## config.mk

```make
export PLATFORM = sky130hd
export DESIGN_NAME = ram_port_arbiter_flat
export DESIGN_NICKNAME = d
export VERILOG_FILES = /design/src/rtl/ram_port_arbiter_if.sv /design/src/rtl/ram_port_arbiter.sv /design/src/flat_wrapper.sv
export SDC_FILE = /design/constraint.sdc
export NUM_CORES = 1
export LEC_CHECK = 0
export CORE_MARGIN = 4
export CORE_UTILIZATION = 44
export DETAILED_ROUTE_END_ITERATION = 8
export PLACE_DENSITY = 0.93
export SETUP_SLACK_MARGIN = 0.5
export SLEW_MARGIN = 20
export SYNTH_ARGS = -nofsm -noshare
export SYNTH_HDL_FRONTEND = slang
export SYNTH_SLANG_ARGS = --single-unit
```

## constraint.sdc

```tcl
create_clock -name clk -period 2.8 [get_ports clk]
set_clock_uncertainty 0.15 [all_clocks]
set_input_delay 0.56 -clock clk [delete_from_list [all_inputs] [get_ports clk]]
set_output_delay 0.56 -clock clk [all_outputs]
set_load 0.02 [all_outputs]
```

## src/rtl/ram_port_arbiter_if.sv

```systemverilog
// Bus bundle between the RAM port arbiter, its two requesters and the data RAM.
// The slave modport is the arbiter's view; master is the requester/RAM side.
interface ram_port_arbiter_if #(
  parameter int ADDR_W = 16,
  parameter int DATA_W = 16
);
  logic              if_req;
  logic [ADDR_W-1:0] if_addr;
  logic [DATA_W-1:0] if_rdata;
  logic              if_ack;

  logic              ex_read;
  logic              ex_write;
  logic [ADDR_W-1:0] ex_addr;
  logic [DATA_W-1:0] ex_wdata;
  logic [DATA_W-1:0] ex_rdata;
  logic              ex_ack;

  logic              mem_en;
  logic              mem_we;
  logic [ADDR_W-1:0] mem_addr;
  logic [DATA_W-1:0] mem_wdata;
  logic [DATA_W-1:0] mem_rdata;
  logic              mem_ready;

  logic              stall_if;
  logic              stall_ex;
  logic              err_rw;

  modport slave (
    input  if_req, if_addr, ex_read, ex_write, ex_addr, ex_wdata, mem_rdata, mem_ready,
    output if_rdata, if_ack, ex_rdata, ex_ack, mem_en, mem_we, mem_addr, mem_wdata,
           stall_if, stall_ex, err_rw
  );

  modport master (
    output if_req, if_addr, ex_read, ex_write, ex_addr, ex_wdata, mem_rdata, mem_ready,
    input  if_rdata, if_ack, ex_rdata, ex_ack, mem_en, mem_we, mem_addr, mem_wdata,
           stall_if, stall_ex, err_rw
  );
endinterface

```

## src/rtl/ram_port_arbiter.sv

```systemverilog
// Shares the single-port data RAM between instruction fetch and EX/MEM: one access
// at a time, data-first priority with a bounded EX streak so fetch cannot starve.
module ram_port_arbiter #(
  parameter int STARVE_LIMIT = 2,
  parameter int ADDR_W       = 16,
  parameter int DATA_W       = 16
) (
  input logic              clk,
  input logic              rst_n,
  ram_port_arbiter_if.slave bus
);
  typedef enum logic [1:0] {IDLE, BUSY_IF, BUSY_EX} arbStateT;

  localparam logic [2:0] LIMIT = 3'(STARVE_LIMIT);

  arbStateT          state, nextState;
  logic [2:0]        streak;
  logic              exReq, ackPending, grantEx, grantIf;
  logic              memEn, memWe;
  logic [ADDR_W-1:0] memAddr;
  logic [DATA_W-1:0] memWdata;
  logic              ifAck, exAck, errRw;
  logic [DATA_W-1:0] ifRdata, exRdata;

  assign exReq      = bus.ex_read | bus.ex_write;
  // The ack cycle still shows the old request, so granting then would replay it.
  assign ackPending = ifAck | exAck;

  always_ff @(posedge clk or negedge rst_n) begin
    if (!rst_n) state <= IDLE;
    else        state <= nextState;
  end

  always_comb begin
    // NOTE: every comb output gets a default first so no path can infer a latch.
    nextState = state;
    grantEx   = 1'b0;
    grantIf   = 1'b0;
    case (state)
      IDLE: begin
        if (!ackPending) begin
          if (exReq && (!bus.if_req || streak < LIMIT)) begin
            grantEx   = 1'b1;
            nextState = BUSY_EX;
          end else if (bus.if_req) begin
            grantIf   = 1'b1;
            nextState = BUSY_IF;
          end
        end
      end
      BUSY_IF, BUSY_EX: if (bus.mem_ready) nextState = IDLE;
      default:          nextState = IDLE;
    endcase
  end

  always_comb begin
    memEn        = (state != IDLE);
    bus.mem_en   = memEn;
    bus.mem_we   = memWe & memEn;
    bus.stall_if = bus.if_req & ~ifAck;
    bus.stall_ex = exReq & ~exAck;
  end

  always_ff @(posedge clk or negedge rst_n) begin
    if (!rst_n) begin
      // NOTE: non-blocking throughout so every flop samples pre-edge values.
      memWe    <= 1'b0;
      memAddr  <= '0;
      memWdata <= '0;
      ifAck    <= 1'b0;
      exAck    <= 1'b0;
      ifRdata  <= '0;
      exRdata  <= '0;
      errRw    <= 1'b0;
      streak   <= '0;
    end else begin
      ifAck <= (state == BUSY_IF) && bus.mem_ready;
      exAck <= (state == BUSY_EX) && bus.mem_ready;
      if ((state == BUSY_IF) && bus.mem_ready)
        ifRdata <= bus.mem_rdata;
      if ((state == BUSY_EX) && bus.mem_ready && !memWe)
        exRdata <= bus.mem_rdata;

      if (grantEx) begin
        memAddr  <= bus.ex_addr;
        memWdata <= bus.ex_wdata;
        memWe    <= bus.ex_write;
        if (!bus.if_req)        streak <= '0;
        else if (streak != 3'd7) streak <= streak + 3'd1;
      end else if (grantIf) begin
        memAddr  <= bus.if_addr;
        memWdata <= '0;
        memWe    <= 1'b0;
        streak   <= '0;
      end

      if (bus.ex_read && bus.ex_write) errRw <= 1'b1;
    end
  end

  assign bus.mem_addr  = memAddr;
  assign bus.mem_wdata = memWdata;
  assign bus.if_ack    = ifAck;
  assign bus.ex_ack    = exAck;
  assign bus.if_rdata  = ifRdata;
  assign bus.ex_rdata  = exRdata;
  assign bus.err_rw    = errRw;
endmodule

```

## src/flat_wrapper.sv

```systemverilog
// flat-port wrapper written by rule: the top's interface ports become plain ports
module ram_port_arbiter_flat 
#(
  parameter int STARVE_LIMIT = 2,
  parameter int ADDR_W       = 16,
  parameter int DATA_W       = 16
)
  (clk, rst_n, bus_if_req, bus_if_addr, bus_ex_read, bus_ex_write, bus_ex_addr, bus_ex_wdata, bus_mem_rdata, bus_mem_ready, bus_if_rdata, bus_if_ack, bus_ex_rdata, bus_ex_ack, bus_mem_en, bus_mem_we, bus_mem_addr, bus_mem_wdata, bus_stall_if, bus_stall_ex, bus_err_rw);
  ram_port_arbiter_if #(.ADDR_W(ADDR_W), .DATA_W(DATA_W)) bus_i ();
  input logic clk;
  input logic rst_n;
  input wire logic [$bits(bus_i.if_req)-1:0] bus_if_req;
  input wire logic [$bits(bus_i.if_addr)-1:0] bus_if_addr;
  input wire logic [$bits(bus_i.ex_read)-1:0] bus_ex_read;
  input wire logic [$bits(bus_i.ex_write)-1:0] bus_ex_write;
  input wire logic [$bits(bus_i.ex_addr)-1:0] bus_ex_addr;
  input wire logic [$bits(bus_i.ex_wdata)-1:0] bus_ex_wdata;
  input wire logic [$bits(bus_i.mem_rdata)-1:0] bus_mem_rdata;
  input wire logic [$bits(bus_i.mem_ready)-1:0] bus_mem_ready;
  output wire logic [$bits(bus_i.if_rdata)-1:0] bus_if_rdata;
  output wire logic [$bits(bus_i.if_ack)-1:0] bus_if_ack;
  output wire logic [$bits(bus_i.ex_rdata)-1:0] bus_ex_rdata;
  output wire logic [$bits(bus_i.ex_ack)-1:0] bus_ex_ack;
  output wire logic [$bits(bus_i.mem_en)-1:0] bus_mem_en;
  output wire logic [$bits(bus_i.mem_we)-1:0] bus_mem_we;
  output wire logic [$bits(bus_i.mem_addr)-1:0] bus_mem_addr;
  output wire logic [$bits(bus_i.mem_wdata)-1:0] bus_mem_wdata;
  output wire logic [$bits(bus_i.stall_if)-1:0] bus_stall_if;
  output wire logic [$bits(bus_i.stall_ex)-1:0] bus_stall_ex;
  output wire logic [$bits(bus_i.err_rw)-1:0] bus_err_rw;
  assign bus_i.if_req = bus_if_req;
  assign bus_i.if_addr = bus_if_addr;
  assign bus_i.ex_read = bus_ex_read;
  assign bus_i.ex_write = bus_ex_write;
  assign bus_i.ex_addr = bus_ex_addr;
  assign bus_i.ex_wdata = bus_ex_wdata;
  assign bus_i.mem_rdata = bus_mem_rdata;
  assign bus_i.mem_ready = bus_mem_ready;
  assign bus_if_rdata = bus_i.if_rdata;
  assign bus_if_ack = bus_i.if_ack;
  assign bus_ex_rdata = bus_i.ex_rdata;
  assign bus_ex_ack = bus_i.ex_ack;
  assign bus_mem_en = bus_i.mem_en;
  assign bus_mem_we = bus_i.mem_we;
  assign bus_mem_addr = bus_i.mem_addr;
  assign bus_mem_wdata = bus_i.mem_wdata;
  assign bus_stall_if = bus_i.stall_if;
  assign bus_stall_ex = bus_i.stall_ex;
  assign bus_err_rw = bus_i.err_rw;
  ram_port_arbiter #(.STARVE_LIMIT(STARVE_LIMIT), .ADDR_W(ADDR_W), .DATA_W(DATA_W)) u_core (.clk(clk), .rst_n(rst_n), .bus(bus_i));
endmodule
```

* Word level (Yosys, flattened, before mapping)
Index checks and enable logic that the tools add are counted.
** Word-level totals
- Register bits after elaboration :: 73
- Input port bits :: 70
- Output and inout bits :: 71
- Logic and storage cells :: 62
** Operators by class
- $add $sub $neg :: 1
- $lt $le $gt $ge :: 1
- Equality and inequality tests :: 7
- Multiplexer cells :: 22
- Bitwise operators :: 7
- Reduce and logical (&&, ||, !) cells :: 14
** Operator list (number)
- 16-bit 2-to-1 mux :: 4
- 3-bit 2-to-1 mux :: 4
- 1-bit 2-to-1 mux :: 9
- 2-bit 2-to-1 mux :: 4
- 3-bit != test (second input constant) :: 2
- 1-bit logical AND :: 5
- 2-bit != test (second input constant) :: 2
- 2-bit case mux with 2 select lines :: 1
- 2-bit nonzero test :: 2
- 3-bit by 1-bit adder with 3-bit output (second input constant) :: 1
- 1-bit bitwise AND :: 3
- 3-bit by 2-bit < comparator with 1-bit output (second input constant) :: 1
- 3-bit by 2-bit != test with 1-bit output (second input constant) :: 1
- 3-bit AND reduction :: 1
- 2-bit by 1-bit == test with 1-bit output (second input constant) :: 1
- 2-bit == test (second input constant) :: 1
- 1-bit zero test :: 2
- 2-bit zero test :: 1
- 1-bit inverter :: 2
- 1-bit OR :: 2
- 2-bit AND reduction :: 1
- 2-bit OR reduction :: 1
- 1-bit logical OR :: 1

* Depth between registers and ports, before layout
- Word-level depth :: 8
- Depth in mapped cells :: 8
- Gate-level depth less buffers :: 6

* Least setup slack after synthesis
Ideal clock, no wire load.
- Kind :: register -> register
- Start :: reg u_core.state[0]
- End :: reg u_core.memAddr[10], in the netlist u_core.bus.mem_addr[10]
- Library setup time :: 0.121 ns
- Data arrival time :: 1.572 ns
- Data required time :: 2.529 ns
- Path slack :: 0.957 ns
- Stages on the path, launching flop included :: 8
- Buffers on the path :: 1
- Clock period less this slack :: 1.843 ns
- Cells stage by stage :: dfrtp_1 inv_1 ha_1 nor3b_4 nand3b_2 clkbuf_1 o22ai_1 nor2_1
** Between the ends
- Cells in the longest elaborated chain, start to end :: 3
- Elaborated cells between the ends (all ways) :: 5
- Classes of those cells :: 3 x mux; 2 x reduce/logical
** Ends and longest elaborated chain
- from (decl) :: line ram_port_arbiter.sv:16 : arbStateT state, nextState;
- from (signal assigned) :: line ram_port_arbiter.sv:31 : else state <= nextState;
- 2-bit zero test * :: line ram_port_arbiter.sv:39 : case (state)
- 1-bit 2-to-1 mux :: line ram_port_arbiter.sv:39
- 16-bit 2-to-1 mux / 2-bit nonzero test (equally long branches)
- to (signal assigned) :: line ram_port_arbiter.sv:85 : memAddr <= bus.ex_addr;
- to (signal assigned) :: line ram_port_arbiter.sv:91 : memAddr <= bus.if_addr;
- to (decl) :: line ram_port_arbiter.sv:20 : logic [ADDR_W-1:0] memAddr;
Mark *: on every way between the ends. The rest lies on a longest branch, timed or not.
A chain may end at the register's enable or synchronous reset.

* Worst setup path in the final report
- Start :: in bus_if_req
- End :: out bus_stall_if
** Between the ends
- Cells in the longest elaborated chain, start to end :: 1
** Ends and longest elaborated chain
- from (decl) :: line flat_wrapper.sv:12 : input wire logic [$bits(bus_i.if_req)-1:0] bus_if_req;
- 1-bit bitwise AND :: line ram_port_arbiter.sv:60 : bus.stall_if = bus.if_req & ~ifAck;
- to (decl) :: line flat_wrapper.sv:28 : output wire logic [$bits(bus_i.stall_if)-1:0] bus_stall_if;
No other way between the ends.

==> summary.md <==
| Metric | Value |
|---|---|
| HPWL Detailed | between 6000 and 7000 um |
| Slew headroom | roughly 46% |
| Crit path DAT | approximately 1500 ps |
| Via density | 5.29 |
| Combinational power share | about half |
| First-pass detailed-route iteration total | 4 |
| Post-CTS Hold Buffers | 0 |
| EDFF count, synth | 0 |
| Leakage power | 0.00202 uW |
| Largest net degree at the start of global routing | 40 |
| Clock Path Buffers | 2 |
| Initial DRC Count | 86 |
| CTS Sinks | 73 |
| Post-CTS Setup Inserts | 0 |
| Post-synthesis sequential area ratio | between 60% and 70% |
| Busiest layer in global routing | met2 |
| Io pins | 141 |
| Netlist Area Pre-Place | between 2000 and 3000 um2 |
| Maxcap violations | 0 |
| Critical Path Stages | 3 |
| Worst-path clk slew | about 70 ps |
| Hold slack | between 150 and 200 ps |
| Initial core utilization | around 46% |
| RSZ-0062 raised after global routing | no |
| Hold Path Class | in -> async |
| Final ANT Viol Nets | 0 |
| Setup CP Type | in -> out |
| Setup crit end kind | output port |
| Worst slew pin tran | between 800 and 900 ps |
| # port buffers | 140 |
| Routed len/inst | approximately 18 um |
| Setup violators final | 0 |
| CP Cell Sequence | clkdlybuf4s50_1, nor2b_1, dlygate4sd2_1 |
| Syn Inst Count | 226 |
| Peak Freq | between 400 and 500 MHz |
| Share of cells above drive strength 1 | ~17% |
| GRT overflow | 0 |
| Cell taking the most area after synthesis | dfrtp_1 |
| # H-tree levels | 3 |
| Diodes inserted | 0 |
| Syn-to-layout area delta | 59.2% |
| FF-to-FF End | u_core.bus.mem_addr[3]$_DFFE_PN0P_ |
| CTS tree | done |
| Initial antenna violation count | 0 |
| P per Cell Area | ~1200 nW/um2 |
| Area contributors post-synth | dfrtp_1 (62%), mux2_2 (12%), a22o_1 (5.7%) |
| RR Startpoint | u_core.state[0]$_DFFE_PN0P_ |
| Met1 Use GR | approximately a quarter |
| RePlAce Congestion | 0.742 |
| Share of the synthesized area in the top cell type | between 60% and 70% |
| FF-to-FF path depth | 7 |
| Switch share | a little under two fifths |
| Die Wd | between 80 and 90 um |
| Worst-skew pair later-pin latency | 340 ps |
| Internal power | ~3600 uW |
| Synth Net Count | 301 |
| Multi-input gate area | 1040 um2 |
| Ys async rst share | 100% |
| Met2 GRT Util | 34.7% |
| Total negative slack | 0 ps |
| Worst VDD drop | between 0.7 and 0.8 mV |
| Count leader, synth | dfrtp_1 |
| Final slew viol count | 0 |
| Final cycle utilization of the critical path | between 70% and 80% |
| Largest stage delay, worst path | approximately 500 ps |
| Clock Power Share | between 10% and 20% |
| Slowest cell on the critical path | clkdlybuf4s50_1 |
| WP data required | ~2100 ps |
| Vias in the first global route | between 2000 and 3000 |
| First-pass GRT wire length | 12600 um |
| CTS buffer count | 9 |
| Reg2Reg Setup Slack | 730 ps |
| Top post-synthesis cells by count | dfrtp_1 (73), nor2_1 (35), mux2_2 (32), a22o_1 (19), o22ai_1 (16) |
| Crit path max fanout | 2 |
| Worst Path Buf+Inv | 2 |
| Reg area | 1830 um2 |
| Total GRT Usage | between 20% and 30% |
| Largest delay contributor family on the critical path | buffers and inverters |
| Number of distinct library cells after synthesis | 27 |
| Syn avg cell area | roughly 13 um2 |
| Dominant synthesized flop cell | dfrtp_1 |
| Tmin final | between 2000 and 2500 ps |
| Seq pwr share | between 30% and 40% |
| Final hold vios | 0 |
| CTS root buf | clkbuf_8 |
| Net Sw Power | around 2100 uW |
| Met3 Usage GRT | between 10 and 15% |
| Yosys reg bits | 73 |
| FILL cells | 424 |
| Total vias in the final route | roughly 2400 |
| Synth warn | 0 |
| Die Y | around 90 um |
| DRT Wirelength | between 8000 and 9000 um |
| Row count | 29 |
| Startpoint Class | input pin |
| Core Area | approximately 6400 um2 |
| Number of nets in the layout | 449 |
| Die footprint | 8040 um2 |
| Status | finished, final reports clean |
| Post-route DRC | 0 |
[power by group through the flow]
stage                     Clock [uW]  Sequential, uW  Combinational [uW]
after floorplan                    0            2400                1010
after global placement             0            1820                2870
after detailed placement           0            1860                2940
after CTS                        928            1850                2950
after global routing             983            1900                3140
final                            905            1850                2930
[state kept, by name, summed over array words and instances (netlist names)]
register              flops
u_core.bus.if_rdata      16
u_core.bus.ex_ack         1
u_core.memWe              1
u_core.streak             3
u_core.state              2
u_core.bus.err_rw         1
u_core.bus.if_ack         1
u_core.bus.mem_wdata     16
u_core.bus.ex_rdata      16
u_core.bus.mem_addr      16
[layout by cell type, fill, tap and decap left out]
master           instances
o22ai_1                 16
bufinv_16                2
ha_2                     1
nor3b_4                  1
clkinv_2                 2
or3_1                    1
buf_2                    1
nand2_1                  4
nor2_4                   1
ha_1                     4
nor2b_1                  3
nand2b_1                 3
o21ai_0                  3
dlygate4sd2_1            2
inv_1                    5
clkbuf_8                10
a22o_1                  19
mux2_2                  32
o21ai_1                  1
nor2b_4                  1
buf_12                   2
nor2_1                  34
a31oi_1                  2
and4b_1                  1
dfrtp_1                 73
buf_4                    6
clkbuf_2                 2
inv_6                    1
nand3b_2                 1
clkdlybuf4s50_1        135
o31ai_1                  1
o311ai_2                 1
and2_1                   1
a32o_1                   1
a21o_1                   1
nor3_1                   4
[routing by layer]
metal,share of wire [%],up-vias
li1,-,1107
met1,39,1156
met2,47,130
met3,13,12
met4,1.5,0
met5,0,-
[how the worst max path moves through the flow]
stage,start,to,slack [ps]
CTS,bus_ex_write,bus_stall_ex,430
floorplan,u_core.state[0]$_DFFE_PN0P_,u_core.bus.mem_addr[10]$_DFFE_PN0P_,960
finish,bus_if_req,bus_stall_if,580
detailed placement,bus_if_req,u_core.bus.mem_addr[3]$_DFFE_PN0P_,40
global route,bus_if_req,bus_stall_if,520
global placement,bus_if_req,u_core.bus.mem_addr[14]$_DFFE_PN0P_,150
[layout make-up]
cell class,instances,share of cell area (%)
clock buffers,10,2.95
clock inverters,5,1.69
inverters,5,0.402
multi-input cells,137,22.3
flip-flops and latches,73,39.1
well taps,77,2.06
repair buffers,148,31.4
[cells by family after synthesis]
| logic type | after synthesis | synth area share [%] |
|---|---|---|
| AOI/OAI and AO/OA | 45 | 11.6 |
| adders and majority gates | 5 | 2.13 |
| buffers and inverters | 16 | 2.77 |
| DFF | 73 | 62.3 |
| muxes | 32 | 12.3 |
| and+or+nand+nor | 55 | 8.96 |
[per-stage QoR]
| stage | instance area [um2] | utilization (%) | total power, uW | std cells | worst slack, ps |
|---|---|---|---|---|---|
| after global placement | 4450 | 69.3 | 4690 | 440 | 151 |
| final | 4670 | 72.7 | 5680 | 455 | 577 |
| after global routing | 4670 | 72.7 | 6030 | 455 | 516 |
| after CTS | 4670 | 72.6 | 5730 | 455 | 428 |
| after detailed placement | 4450 | 69.3 | 4810 | 440 | 43.5 |
| after floorplan | 2930 | - | 3400 | 226 | 957 |
[repair_timing]
| action | CTS | global route |
|---|---|---|
| setup endpoints to repair | 20 | 18 |
| cloned | 0 | 0 |
| resized for setup | 6 | 7 |
No activity file was read; power rests on OpenSTA's default activity.
